$ cat config.mk
export PLATFORM = sky130hd
export DESIGN_NAME = reg_bank_arb
export DESIGN_NICKNAME = d
export VERILOG_FILES = /design/src/rtl/reg_bank_arb.sv
export SDC_FILE = /design/constraint.sdc
export NUM_CORES = 1
export LEC_CHECK = 0
export CORE_MARGIN = 4
export CORE_UTILIZATION = 39
export DETAILED_ROUTE_END_ITERATION = 6
export MAX_ROUTING_LAYER = met4
export PLACE_DENSITY = 0.58
export SYNTH_ARGS = -nofsm -noshare
export SYNTH_HDL_FRONTEND = slang
export SYNTH_SLANG_ARGS = --single-unit
$ cat constraint.sdc
create_clock -name clk -period 4.77 [get_ports clk]
set_clock_uncertainty 0.05 [all_clocks]
set_input_delay 1.431 -clock clk [delete_from_list [all_inputs] [get_ports clk]]
set_output_delay 1.431 -clock clk [all_outputs]
set_load 0.05 [all_outputs]
$ cat src/rtl/reg_bank_arb.sv
// Round-robin arbitrated write port in front of an NREG x DW register bank.
// Optional burst lock is enabled by defining REG_ARB_LOCK_EN.
module reg_bank_arb #(
    parameter int unsigned NREQ = 4,
    parameter int unsigned NREG = 8,
    parameter int unsigned DW   = 32,
    parameter int unsigned AW   = 3
) (
    input  logic                 clk,
    input  logic                 rst,
    input  logic [NREQ-1:0]      req,
    input  logic [NREQ*AW-1:0]   wr_addr,
    input  logic [NREQ*DW-1:0]   wr_data,
`ifdef REG_ARB_LOCK_EN
    input  logic [NREQ-1:0]      lock,
`endif
    output logic [NREQ-1:0]      gnt,
    output logic                 busy,
    input  logic [AW-1:0]        rd_addr,
    output logic [DW-1:0]        rd_data
);

    localparam int unsigned PW = $clog2(NREQ);

    typedef enum logic [0:0] {StIdle, StWrite} state_e;

    state_e          state_q, state_d;
    logic [NREQ-1:0] gnt_q, gnt_d;
    logic [PW-1:0]   win_q, win_d;
    logic [PW-1:0]   ptr_q, ptr_d;
    logic [DW-1:0]   bank_q [NREG];

    logic            relock;
    logic            found;
    logic [NREQ-1:0] cand;
    logic [PW-1:0]   start;
    logic [PW-1:0]   idx;
    logic [AW-1:0]   w_addr;
    logic [DW-1:0]   w_data;

    function automatic logic [PW-1:0] inc(input logic [PW-1:0] p);
        return (32'(p) == NREQ - 1) ? '0 : p + 1'b1;
    endfunction

    assign w_addr = wr_addr[32'(win_q) * AW +: AW];
    assign w_data = wr_data[32'(win_q) * DW +: DW];

    always_comb begin
        relock  = 1'b0;
`ifdef REG_ARB_LOCK_EN
        relock  = (state_q == StWrite) && lock[win_q] && req[win_q];
`endif
        cand    = req;
        start   = ptr_q;
        // Decide the next winner during WRITE as if the write had already retired.
        if (state_q == StWrite) begin
            cand  = req & ~gnt_q;
            start = inc(win_q);
        end
        found = 1'b0;
        win_d = win_q;
        idx   = '0;
        for (int k = 0; k < int'(NREQ); k++) begin
            idx = PW'((32'(start) + 32'(k)) % NREQ);
            if (!found && cand[idx]) begin
                found = 1'b1;
                win_d = idx;
            end
        end
        if (relock) begin
            found = 1'b1;
            win_d = win_q;
        end
        state_d = found ? StWrite : StIdle;
        gnt_d   = found ? (NREQ'(1) << win_d) : '0;
        ptr_d   = ptr_q;
        if (state_q == StWrite && !relock) begin
            ptr_d = inc(win_q);
        end
    end

    always_ff @(posedge clk) begin
        if (rst) begin
            state_q <= StIdle;
            gnt_q   <= '0;
            win_q   <= '0;
            ptr_q   <= '0;
            for (int i = 0; i < int'(NREG); i++) begin
                bank_q[i] <= '0;
            end
        end else begin
            state_q <= state_d;
            gnt_q   <= gnt_d;
            win_q   <= win_d;
            ptr_q   <= ptr_d;
            // Out-of-range writes are dropped; the grant still completes.
            if (state_q == StWrite && 32'(w_addr) < NREG) begin
                bank_q[w_addr] <= w_data;
            end
        end
    end

    assign gnt     = gnt_q;
    assign busy    = |gnt_q;
    assign rd_data = (32'(rd_addr) < NREG) ? bank_q[rd_addr] : '0;

endmodule

# ---- After elaboration in Yosys (flattened, before gate mapping)
# Memories as Yosys holds them, arrays and structs flattened.
# Index checks and enable logic that the tools add are counted.
# W data, S select, Z words.
dict set report word_totals {
  input_bits 149
  ramBits 256
  mem_count 1
  register_bits 9
  word_cells 58
}
# name depth word_bits read_ports rd_ports_with_merged_regs wr line_no
set memory_table {}
lappend memory_table {bank_q 8 32 1 0 8 31} ;# logic [DW-1:0] bank_q [NREG];
dict set report op_classes {
  n_mul 1
  eq_ne 1
  n_addsub 4
  shifts 3
  mux 28
  order_cmp 4
  reduce_logical 9
  bitwise 3
}
# operator n
set ops {}
lappend ops {{$shiftx A128 B8 Y32} 1}
lappend ops {{$mux W32} 1}
lappend ops {{$reduce_or A32 Y1} 1}
lappend ops {{$mux W1} 15}
lappend ops {{$lt A2 B3 Y1 const B} 4}
lappend ops {{$mux W2} 6}
lappend ops {{$shiftx A12 B5 Y3} 1}
lappend ops {{$bmux W1 S2} 4}
lappend ops {{$add A2 B1 Y2 const B} 2}
lappend ops {{$add A2 B2 Y2 const B} 2}
lappend ops {{$and A4 B4 Y4} 1}
lappend ops {{$mul A2 B2 Y4 const B} 1}
lappend ops {{$mux W4} 1}
lappend ops {{$not A4 Y4} 1}
lappend ops {{$reduce_or A4 Y1} 1}
lappend ops {{$shl A1 B2 Y4 const A} 1}
lappend ops {{$logic_and A1 B1 Y1} 3}
lappend ops {{$logic_not A1 Y1} 3}
lappend ops {{$mux W3} 1}
lappend ops {{$eq A2 B2 Y1 const B} 1}
lappend ops {{$reduce_or A2 Y1} 1}
lappend ops {{$not A1 Y1} 1}

# ---- Depth between registers and ports, before layout
# Gate-level depths: netlist of run 1.
dict set report logic_depth {
  ltp_word 17
  mapped_depth 8
}

# ---- Worst setup path after synthesis of run 1
# OpenSTA, ideal clock, no wires.
dict set report synth_path {
  path_kind {input to output}
  start {input port rd_addr[0]}
  end {output port rd_data[0]}
  setup_slack_ns 0.255
  arrival_time_ns 3.034
  stages 4
  required_ns 3.289
  cell_sequence {clkbuf_1 > buf_2 > mux4_2 > mux2_2}
}
dict set report synth_via {
  elab_chain_cells 1
}
# element line_no
set synth_lines {}
lappend synth_lines {{from (decl)} 19} ;# input logic [AW-1:0] rd_addr,
lappend synth_lines {{$mem_v2 Z8 W32} -}
lappend synth_lines {{to (decl)} 20} ;# output logic [DW-1:0] rd_data
# No other way between the ends.

# ---- Final worst setup path of run 1
dict set report layout_path {
  start {input port rd_addr[0]}
  end {output port rd_data[19]}
}
# The elaborated chain is that of the path after synthesis.

==> reports/results.txt, run 1 <==
post-cts sizing count -> 0
Synth cell types -> 47
count leader, synth -> nor2_1
Peak VDD IR -> 365.1 uV
Avg WL per Cell -> 22.15 um
cells on worst reg2reg path -> 5
Initial DRT Pass Iterations -> 5
part of the cycle the worst path needs -> 92.23%
Max Clk Rate -> 227.3 MHz
Worst-Margin Slew -> 811.0 ps
Post-Place Cells -> 1452
clock sink total -> 265
port buffer count -> 185
TNS Setup -> 0 ps
hold path startpoint -> ptr_q[1]
Yosys top cell area share -> 61.29%
Worst path max stage delay -> 540 ps
R2R Path End -> bank_q[4][29]
syn_area_per_cell -> 13.92 sq um
fraction of registers with async set/reset -> 0%
first-pass GRT wire length -> 50500 um
Post-synth EDFFs -> 256
top cells by area, synth -> edfxtp_1, mux4_2, nor2_1
die area -> 35100 sq um
most frequent CP cell -> buf_4
post-DP HPWL -> 19590 um
min-delay worst type -> register to register
dominant cell type by area after synthesis -> edfxtp_1
via count -> 8024
Die Span Y -> 187.3 um
Worst Path Arrival -> 2920 ps
synthesized instance count -> 901
Starting Density -> 39.65%
CP Cell Sequence -> buf_4 > buf_12 > mux4_2 > mux2_2 > buf_4
Post-Layout Cell Count -> 1498
CTS Buf Count -> 27
Seq/Total Area, Yosys -> 62.72%
top cells by count, synth -> nor2_1, edfxtp_1, mux4_2
Pleak -> 5.586 nW
final wirelength -> 33180 um
antenna cell count -> 0
final setup vio count -> 0
CP Capture Type -> output port
share of cells above drive strength 1 -> 22.63%
reg-to-reg slack, setup -> 1870 ps
Post-Syn Area -> 12540 sq um
Hold Path End -> ptr_q[1]
DIE WIDTH -> 187.3 um
cts hold-fix bufs -> 0
endpoints failing hold -> 0
placeable core area -> 31640 sq um
critical-path cell with the highest stage delay -> mux4_2
largest net degree at the start of global routing -> 65
postcts setup bufs -> 0
max cap viols -> 0
Final GP Congestion -> 0.7413
drt drc -> 0
nets@finish -> 1229
GR Overflow Total -> 0
Startpoint Class -> input port
WHS Path Cells -> 2
clock-pin transition on the worst setup and hold timing paths -> 60 ps
Crit Path Class -> input port to output port
Antenna Nets Post-Route -> 0
Synth-to-Final Area Change -> 24.55%
clk_lat worst skew -> 510 ps
max-slew violations -> 0
top_reg_cell synth -> edfxtp_1
Clock Tree Buf Depth -> 3
total track usage -> 19.00%
vias in the first global route -> 8372
critical path peak fanout -> 35
initial antenna violation count -> 0
CTS H-Tree Depth -> 1
Ys Warns -> 0
status -> complete, no violations
Seq cells post-synth -> 265
WP data required -> 3290 ps
RSZ-0062 raised after global routing -> false
CTS Root Cell -> clkbuf_16
Max transition margin -> 45.93%
Tmin final -> 4400 ps
post-synth net total -> 1051
drt initial violations -> 653
Top Ports -> 186
vias per cell -> 5.356
Pwr Density -> 421.0 nW/um^2
CTS tree -> built
Setup crit start -> rd_addr[0]
reg-to-reg startpoint -> win_q[0]
row cnt -> 65
==> worst max-delay path by stage <==
stage | end | slack [ps] | depth (start not counted)
6_report | rd_data[19] | 370 | 5
5_1_grt | rd_data[20] | 300 | 5
4_1_cts | rd_data[19] | 350 | 5
3_5_place_dp | rd_data[19] | 350 | 5
3_3_place_gp | rd_data[19] | 360 | 5
2_1_floorplan | rd_data[0] | 260 | 4
==> through the flow <==
step           setup slack, ps  power (mW)  utilization [%]  instance area (sq um)  hold slack, ps
2_1_floorplan            255.4       4.157                -                  12540           499.0
3_3_place_gp             361.5       4.774            47.00                  14870           551.9
3_5_place_dp             354.7       4.789            47.00                  14870           566.5
4_1_cts                  352.9       6.648            49.38                  15620           575.2
5_1_grt                  299.6       6.871            49.38                  15620           610.2
6_report                 370.4       6.577            49.38                  15620           578.2
==> critical path: cells and delay by family <==
family                 cells  cell delay, ps
muxes                      2             850
buffers and inverters      3             590
==> registers in the layout, indices dropped and copies added (netlist names) <==
name	cells
gnt	4
ptr_q	2
state_q	1
win_q	2
bank_q	256
==> power breakdown <==
part           switching, mW  internal (mW)
registers              0.166           2.81
logic                   1.04          0.697
clock network          0.828           1.03
total                   2.04           4.54
==> area by class of cell <==
| type | instances | area [sq um] |
|---|---|---|
| fill | 2737 | 16010 |
| sequential | 265 | 7873 |
| multi-input combinational | 570 | 4407 |
| timing repair buffer | 212 | 2074 |
| clock buffer | 36 | 709.4 |
| tap | 402 | 503.0 |
| clock inverter | 10 | 45.04 |
| inverter | 3 | 11.26 |
==> cell families (layout without fill, tap and decap cells) <==
family	count (synthesis)	count (layout)	share of synthesized area [%]
AOI/OAI and AO/OA	59	59	3.092
adders and majority gates	1	1	0.09973
buffers and inverters	66	261	2.304
DFF	265	265	62.72
muxes	168	168	20.80
and+or+nand+nor	342	342	10.98
==> metal layers <==
metal | GRT usage, % | vias to the layer above | routed length (um)
li1 | - | 3695 | -
met1 | 25.76 | 4020 | 14520
met2 | 30.79 | 265 | 16100
met3 | 2.389 | 44 | 1890
met4 | 4.778 | 0 | 665
met5 | - | - | 0
==> cell usage in the layout (no fill, tap or decap), types with 27 or more instances in the layout <==
master,n
mux2_2,64
clkbuf_16,27
mux2i_1,35
mux4_2,67
clkdlybuf4s50_1,150
o21ai_1,32
nor2_1,267
buf_4,51
edfxtp_1,256
nand2_1,42
(Power assumes the default switching activity.)
==> inputs of run 2 (changes only) <==
--- a/config.mk
+++ b/config.mk
@@ -7,9 +7,11 @@
 export LEC_CHECK = 0
 export CORE_MARGIN = 4
 export CORE_UTILIZATION = 39
+export CTS_CLUSTER_SIZE = 14
 export DETAILED_ROUTE_END_ITERATION = 6
+export DONT_BUFFER_PORTS = 1
 export MAX_ROUTING_LAYER = met4
-export PLACE_DENSITY = 0.58
+export PLACE_DENSITY = 0.5
 export SYNTH_ARGS = -nofsm -noshare
 export SYNTH_HDL_FRONTEND = slang
 export SYNTH_SLANG_ARGS = --single-unit
==> run 2 against run 1 <==
Effect of this change:
- setup slack gained 520 ps
- via count is 10% lower
- sequential share of layout area is 6.2 points higher
- clock power rose by 12%
- final cell count fell by 12%
- sequential cell count stayed put
- global-route usage down 0.48 points
- sequential power about the same
- critical path depth decreased by 3
- register-to-register slack got worse by 160 ps
- non-clock buffer count fell by 191
- largest power group unchanged
==> reports/results.txt, run 2 (synthesis results as in run 1) <==
nets@finish -> 1039 (was 1229)
Worst-Margin Slew -> 812.5 ps (was 811.0 ps)
Pwr Density -> 469.6 nW/um^2 (was 421.0 nW/um^2)
Worst Path Arrival -> 2390 ps (was 2920 ps)
Initial DRT Pass Iterations -> 5 (unchanged)
Crit Path Class -> input port to output port (unchanged)
part of the cycle the worst path needs -> 81.23% (was 92.23%)
Top Ports -> 186 (unchanged)
min-delay worst type -> register to register (unchanged)
total track usage -> 18.51% (was 19.00%)
CTS tree -> built (unchanged)
Final WS setup -> 895.1 ps (was 370.4 ps)
share of cells above drive strength 1 -> 23.49% (was 22.63%)
CTS Buf Count -> 28 (was 27)
Tmin final -> 3875 ps (was 4400 ps)
CP Buf/Inv Count -> 0 (was 3)
endpoints failing hold -> 0 (unchanged)
max-slew violations -> 0 (unchanged)
Startpoint Class -> input port (unchanged)
CP top delay family -> multiplexers (unchanged)
TNS Setup -> 0 ps (unchanged)
dpl ws -> 917.3 ps (was 354.7 ps)
clock sink total -> 265 (unchanged)
CP Capture Type -> output port (unchanged)
Starting Density -> 39.65% (unchanged)
cts hold-fix bufs -> 0 (unchanged)
Final GP Congestion -> 0.7884 (was 0.7413)
Post-Layout Cell Count -> 1317 (was 1498)
via count -> 7192 (was 8024)
initial antenna violation count -> 4 (was 0)
Max Clk Rate -> 258.1 MHz (was 227.3 MHz)
first-pass GRT wire length -> 48180 um (was 50500 um)
largest register by flop count -> bank_q (unchanged)
CTS H-Tree Depth -> 1 (unchanged)
vias in the first global route -> 7524 (was 8372)
max FFs per register -> 256 (unchanged)
final wirelength -> 32170 um (was 33180 um)
port buffer count -> 0 (was 185)
Worst path max stage delay -> 500 ps (was 540 ps)
final setup vio count -> 0 (unchanged)
critical path peak fanout -> 64 (was 35)
critical-path cell with the highest stage delay -> mux4_2 (unchanged)
Max transition margin -> 45.83% (was 45.93%)
Avg WL per Cell -> 24.43 um (was 22.15 um)
Die Span Y -> 187.3 um (unchanged)
die area -> 35100 sq um (unchanged)
Synth-to-Final Area Change -> 10.96% (was 24.55%)
commonest non-fill, non-tap cell in the layout -> nor2_1 (unchanged)
postcts setup bufs -> 0 (unchanged)
Clock Tree Buf Depth -> 3 (unchanged)
WP data required -> 3290 ps (about the same)
Pleak -> 4.841 nW (was 5.586 nW)
RSZ-0062 raised after global routing -> false (unchanged)
post-cts sizing count -> 0 (unchanged)
GR Overflow Total -> 0 (unchanged)
status -> complete, no violations (unchanged)
DIE WIDTH -> 187.3 um (unchanged)
vias per cell -> 5.461 (was 5.356)
Antenna Nets Post-Route -> 0 (unchanged)
most frequent cells in the layout -> nor2_1, edfxtp_1, mux4_2 (was nor2_1, edfxtp_1, clkdlybuf4s50_1)
drt initial violations -> 446 (was 653)
CP Cell Sequence -> mux4_2 > mux2_2 (was buf_4 > buf_12 > mux4_2 > mux2_2 > buf_4)
largest net degree at the start of global routing -> 65 (unchanged)
clock-pin transition on the worst setup and hold timing paths -> 60 ps (about the same)
row cnt -> 65 (unchanged)
CTS Root Cell -> clkbuf_16 (unchanged)
Post-Place Cells -> 1261 (was 1452)
clk_lat worst skew -> 530 ps (was 510 ps)
drt drc -> 0 (unchanged)
placeable core area -> 31640 sq um (unchanged)
post-DP HPWL -> 18490 um (was 19590 um)
max cap viols -> 0 (unchanged)
Peak VDD IR -> 324.7 uV (was 365.1 uV)
[run 2: through the flow]
stage	hold slack (ps)	utilization, %	total power, mW	instance area (sq um)
after floorplan	499.0	-	4.157	12540
after global placement	558.0	41.17	4.520	13030
after detailed placement	554.7	41.17	4.528	13030
after CTS	565.7	43.96	6.609	13910
after global routing	635.4	43.99	6.836	13920
final	569.9	43.99	6.537	13920
[run 2: worst reg2reg max path, delay by kind of cell (launching register included)]
family / cells / cell delay [ps]
AND/OR/NAND/NOR: 3 / 920
flip-flops: 1 / 860
multiplexers: 1 / 620
buffers and inverters: 1 / 320
[run 2: routing by layer]
metal	vias to the layer above	GRT usage, %	wire length (um)
met5	-	-	0
met4	0	3.328	434
met3	30	3.415	1911
met2	238	30.44	15750
met1	3601	24.58	14080
li1	3323	-	-
[run 2: cell type report]
type	instances	area [sq um]
fill	2849	17720
clock inverter	12	85.08
clock buffer	40	797.0
multi-input combinational	570	4407
tap	402	503.0
sequential	265	7873
inverter	3	11.26
timing repair buffer	21	232.7
antenna	4	10.01
[run 2: path summary, 6_finish.rpt]
path | start | end | slack [ps] | depth (start not counted)
max | rd_addr[0] | rd_data[12] | 900 | 2
min | ptr_q[1] | ptr_q[1] | 570 | 2
max reg2reg | win_q[0] | bank_q[6][21] | 1710 | 5
min reg2reg | ptr_q[1] | ptr_q[1] | 570 | 2
[run 2: power breakdown]
| group | switching (mW) | total, mW | internal [mW] |
|---|---|---|---|
| Sequential | 0.185 | 2.99 | 2.81 |
| Combinational | 0.946 | 1.46 | 0.513 |
| Clock | 0.873 | 2.08 | 1.21 |
| Total | 2.00 | 6.54 | 4.53 |
